### config.mk
export PLATFORM = sky130hd
export DESIGN_NAME = lfsr_stream_flat
export DESIGN_NICKNAME = d
export VERILOG_FILES = /design/src/rtl/lfsr_stream_if.sv /design/src/rtl/lfsr_stream.sv /design/src/flat_wrapper.sv
export SDC_FILE = /design/constraint.sdc
export NUM_CORES = 1
export LEC_CHECK = 0
export BUFFER_PORTS_ARGS = -buffer_cell sky130_fd_sc_hd__buf_2
export CAP_MARGIN = 0
export CORE_AREA = 2 2 39 41
export CTS_CLUSTER_DIAMETER = 120
export DETAILED_ROUTE_END_ITERATION = 12
export DIE_AREA = 0 0 41 43
export GPL_ROUTABILITY_DRIVEN = 0
export HOLD_SLACK_MARGIN = 0.08
export PLACE_DENSITY = 0.66
export SYNTH_ARGS = -nofsm -noshare
export SYNTH_HDL_FRONTEND = slang
export SYNTH_SLANG_ARGS = --single-unit
### constraint.sdc
create_clock -name clk -period 1.15 [get_ports clk]
set_clock_uncertainty 0.1 [all_clocks]
set_input_delay 0.115 -clock clk [delete_from_list [all_inputs] [get_ports clk]]
set_output_delay 0.115 -clock clk [all_outputs]
set_load 0.1 [all_outputs]
### src/rtl/lfsr_stream_if.sv
// Valid/ready word stream carrying LFSR output words from lfsr_stream to its consumer.
// A word transfers (fires) on any rising clock edge where o_valid and i_ready are both high.
interface lfsr_stream_if #(
  parameter int OUT_BITS = 1
);
  logic                o_valid;
  logic                i_ready;
  logic [OUT_BITS-1:0] o_data;

  modport master (output o_valid, output o_data, input  i_ready);
  modport slave  (input  o_valid, input  o_data, output i_ready);
endinterface

### src/rtl/lfsr_stream.sv
// Fibonacci LFSR word source. Each accepted word advances the state by OUT_BITS shifts.
// Optional period-wrap pulse o_wrap is built only when LFSR_WRAP_DET_EN is defined.
module lfsr_stream #(
  parameter int               WIDTH    = 8,
  parameter logic [WIDTH-1:0] TAPS     = 'hB8,
  parameter logic [WIDTH-1:0] SEED     = 'h01,
  parameter int               OUT_BITS = 1
) (
  input  logic             clk,
  input  logic             rst,
  input  logic             i_en,
  input  logic             i_load,
  input  logic [WIDTH-1:0] i_seed,
  lfsr_stream_if.master    strm,
`ifdef LFSR_WRAP_DET_EN
  output logic             o_wrap,
`endif
  output logic             dbg_state,
  output logic [WIDTH-1:0] dbg_lfsr
);

  typedef enum logic {IDLE = 1'b0, RUN = 1'b1} state_t;

  state_t           state_q, state_d;
  logic [WIDTH-1:0] lfsr_q, lfsr_d;
  logic [WIDTH-1:0] lfsr_adv;
  logic [WIDTH-1:0] seed_eff;
  logic             fire;

  // OUT_BITS single shifts unrolled into one combinational step.
  function automatic logic [WIDTH-1:0] advance(input logic [WIDTH-1:0] s);
    logic [WIDTH-1:0] t;
    t = s;
    for (int i = 0; i < OUT_BITS; i++) begin
      t = {t[WIDTH-2:0], ^(t & TAPS)};
    end
    return t;
  endfunction

  assign lfsr_adv = advance(lfsr_q);
  assign seed_eff = (i_seed == '0) ? SEED : i_seed;

  assign strm.o_valid = (state_q == RUN);
  assign strm.o_data  = lfsr_q[WIDTH-1 -: OUT_BITS];
  assign fire         = strm.o_valid & strm.i_ready;

  assign dbg_state = state_q;
  assign dbg_lfsr  = lfsr_q;

  // Load beats fire: a word offered in the load cycle is discarded without advancing.
  always_comb begin
    state_d = state_q;
    lfsr_d  = lfsr_q;
    if (i_load) begin
      state_d = IDLE;
      lfsr_d  = seed_eff;
    end else begin
      case (state_q)
        IDLE: begin
          if (i_en) state_d = RUN;
        end
        RUN: begin
          if (fire) begin
            lfsr_d  = lfsr_adv;
            state_d = i_en ? RUN : IDLE;
          end
        end
        default: state_d = IDLE;
      endcase
    end
  end

  always_ff @(posedge clk) begin
    if (rst) begin
      state_q <= IDLE;
      lfsr_q  <= SEED;
    end else begin
      state_q <= state_d;
      lfsr_q  <= lfsr_d;
    end
  end

`ifdef LFSR_WRAP_DET_EN
  logic [WIDTH-1:0] last_seed;
  logic             wrap_q;

  // Period is complete when an advance lands back on the most recently loaded state.
  always_ff @(posedge clk) begin
    if (rst) begin
      last_seed <= SEED;
      wrap_q    <= 1'b0;
    end else if (i_load) begin
      last_seed <= seed_eff;
      wrap_q    <= 1'b0;
    end else begin
      wrap_q    <= fire && (lfsr_adv == last_seed);
    end
  end

  assign o_wrap = wrap_q;
`endif

endmodule

### src/flat_wrapper.sv
// flat-port wrapper written by rule: the top's interface ports become plain ports
module lfsr_stream_flat 
#(
  parameter int               WIDTH    = 8,
  parameter logic [WIDTH-1:0] TAPS     = 'hB8,
  parameter logic [WIDTH-1:0] SEED     = 'h01,
  parameter int               OUT_BITS = 1
)
  (clk, rst, i_en, i_load, i_seed, dbg_state, dbg_lfsr, strm_o_valid, strm_o_data, strm_i_ready);
  lfsr_stream_if #(.OUT_BITS(OUT_BITS)) strm_i ();
  input  logic clk;
  input  logic rst;
  input  logic i_en;
  input  logic i_load;
  input  logic [WIDTH-1:0] i_seed;
  output logic dbg_state;
  output logic [WIDTH-1:0] dbg_lfsr;
  output wire logic [$bits(strm_i.o_valid)-1:0] strm_o_valid;
  output wire logic [$bits(strm_i.o_data)-1:0] strm_o_data;
  input wire logic [$bits(strm_i.i_ready)-1:0] strm_i_ready;
  assign strm_o_valid = strm_i.o_valid;
  assign strm_o_data = strm_i.o_data;
  assign strm_i.i_ready = strm_i_ready;
  lfsr_stream #(.WIDTH(WIDTH), .TAPS(TAPS), .SEED(SEED), .OUT_BITS(OUT_BITS)) u_core (.clk(clk), .rst(rst), .i_en(i_en), .i_load(i_load), .i_seed(i_seed), .strm(strm_i), .dbg_state(dbg_state), .dbg_lfsr(dbg_lfsr));
endmodule
==> metrics.txt <==
status=completed; Syn Inst Count=between 50 and 60; initial DRC count=8; FF-to-FF End=u_core.dbg_lfsr[0]; placed instance count=87; Die Y=around 43 um; share of cells above drive strength 1=between 50% and 60%; count of pins over their slew limit=0; dpl hpwl=about 800 um; mux cell area share after synthesis=14.47%; Ant. Diodes=0; post-synthesis cell type count=19; drt wl/cell=between 10 and 15 um; period utilization=97.74%; sequential share of the synthesized area=a little under two fifths; CP Class=register to output pin; Hold Vio Cnt, Final=0; drt pass-1 iters=3; Seq cells post-synth=9; most frequent cells in the layout=buf_2, buf_12, mux2i_1, nor2_1, a211oi_1; htree depth=1; largest family of logic cells by synthesized area=compound AO/OA/AOI/OAI gates; Top Ports=24; drt total wl=1.076 mm; Syn Nets=between 60 and 70; Post-Route Utilization=between 60 and 70%; area share of fa/ha/maj cells after synthesis=0%; Port Buf Inserts=23; critical path peak fanout=3; Post-Synth Simple-Gate Area=between 10% and 20%; minimum clock period after layout=around 1100 ps; die width=between 40 and 50 um; Compound-Gate Fraction of Synth Area=between 10% and 20%; max-cap violations=0; maximum clock path buffer count=2; initial antenna violation count=0; RSZ-0062 raised after global routing=false; relative slew slack=approximately four fifths; Worst R2R Setup Slack=about 40 ps; Ys Warns=0; vias per cell=4.968; hold-critical path depth=3; top post-synthesis cells by area=dfxtp_1, mux2i_1, a211oi_1; Core ar.=1384 um^2; Hold EP=u_core.dbg_lfsr[4]; All-Layer GR Usage=~13%; Final Non-Filler Cells=94; Cell Area, Synth=between 400 and 500 um^2; Initial Util=about a third; CTS tree=built; critical path capture point type=output pin; Synth area leader=dfxtp_1; R2R Path Start=u_core.dbg_state; Root Driver=clkbuf_4; Hold Worst Slack=99.89 ps; number of global-route vias before repair=a little under 400; gr ovfl total=0; largest net degree at the start of global routing=16; arrival time at the worst endpoint=between 900 and 1000 ps; Power Density=roughly 1300 nW/um^2; post-route ant nets=0; Vias=467; postcts setup bufs=0; worst hold path type=input port to register; Leak=~0.37 nW; XOR/XNOR Fraction of Synth Area=around 5.4%; critical path startpoint=u_core.dbg_state; clock sinks=9; nets@finish=92; f_max=just under 0.9 GHz; die area=~1800 um^2; DRC violations left=0; Critical Path RT=about 940 ps; final setup fails=0; worst vdd ir=approximately 0.64 mV; Min-Delay Startpoint=i_seed[4]; top cell type's share of synthesized area=between 30% and 40%; Syn Area/Cell=around 9.5 um^2; CTS clk-pin slew, worst paths=60 ps; worst slew pin tran=roughly 280 ps; total CTS buffers=3; first-pass GRT wire length=approximately 1.5 mm; area grow syn2layout=76.23%; # rows=14; most common cell after layout, fill and taps aside=buf_2; clock latency on the worst-skew pair=270 ps; CP Launch Type=register; worst r2r path cells=3
-- layer usage --
metal	track usage, %	vias up	wire [um]
li1	-	239	-
met1	14.89	210	463
met2	19.06	15	530
met3	3.141	3	57
met4	8.000	0	25
met5	0	-	0
-- repair_timing --
action                                  4_1_cts  5_1_grt
endpoints found under the hold margin         8        0
hold buffers                                  3        0
gates resized for setup                       0        2
endpoints found under the setup margin        0        3
-- registers in the layout, indices dropped and copies added, names as in the netlist --
register	flops
u_core.dbg_lfsr	8
u_core.dbg_state	1
-- worst max-delay path by stage --
stage	to	depth (start not counted)
3_3_place_gp	u_core.dbg_lfsr[0]	3
5_1_grt	u_core.dbg_lfsr[0]	4
2_1_floorplan	u_core.dbg_lfsr[1]	4
3_5_place_dp	u_core.dbg_lfsr[0]	3
6_report	dbg_state	2
4_1_cts	dbg_state	2
-- cell usage after synthesis --
cell      n
xnor2_1   1
nor4_1    1
nor4b_2   1
buf_4     2
mux2i_1   7
buf_6     2
a31oi_1   1
a21o_2    1
dfxtp_1   9
nor3_1    1
nor2_1    7
a211oi_1  8
a22oi_1   2
nand2_1   1
inv_1     2
xor2_1    2
or2b_1    1
a21oi_1   1
clkbuf_1  1
-- cell families after synthesis --
logic type | Yosys count
simple gates | 12
flops | 9
compound gates | 13
mux | 7
buf+inv | 7
xor+xnor | 3
-- stage by stage --
step / total power [mW] / setup WS [ps] / setup TNS, ps / cell area [um^2]
after global routing: 1.143 / 6.839 / 0 / 853.3
after floorplan: 0.6834 / -80.14 / -426.9 / 514.2
final: 1.110 / 26.00 / 0 / 853.3
after global placement: 0.8489 / 75.59 / 0 / 788.3
after CTS: 1.110 / 4.360 / 0 / 844.6
after detailed placement: 0.8503 / 66.08 / 0 / 788.3
-- area by class of cell --
class / count / area (um^2)
fill: 105 / 530.5
inverter: 2 / 7.507
tap: 16 / 20.02
clock buffer: 4 / 26.28
timing repair buffer: 28 / 329.1
multi-input combinational: 35 / 266.5
sequential: 9 / 203.9
-- report_power, final --
part	total [mW]	switching (mW)	internal, mW
Clock	0.255	0.121	0.134
Sequential	0.380	0.0410	0.338
Combinational	0.476	0.291	0.185
Total	1.11	0.452	0.658
-- critical path, stage by stage (launching register included) --
cell	delay, ps
dfxtp_4	360
buf_6	110
buf_12	170
Note: power is estimated with default switching activity, not from simulation.
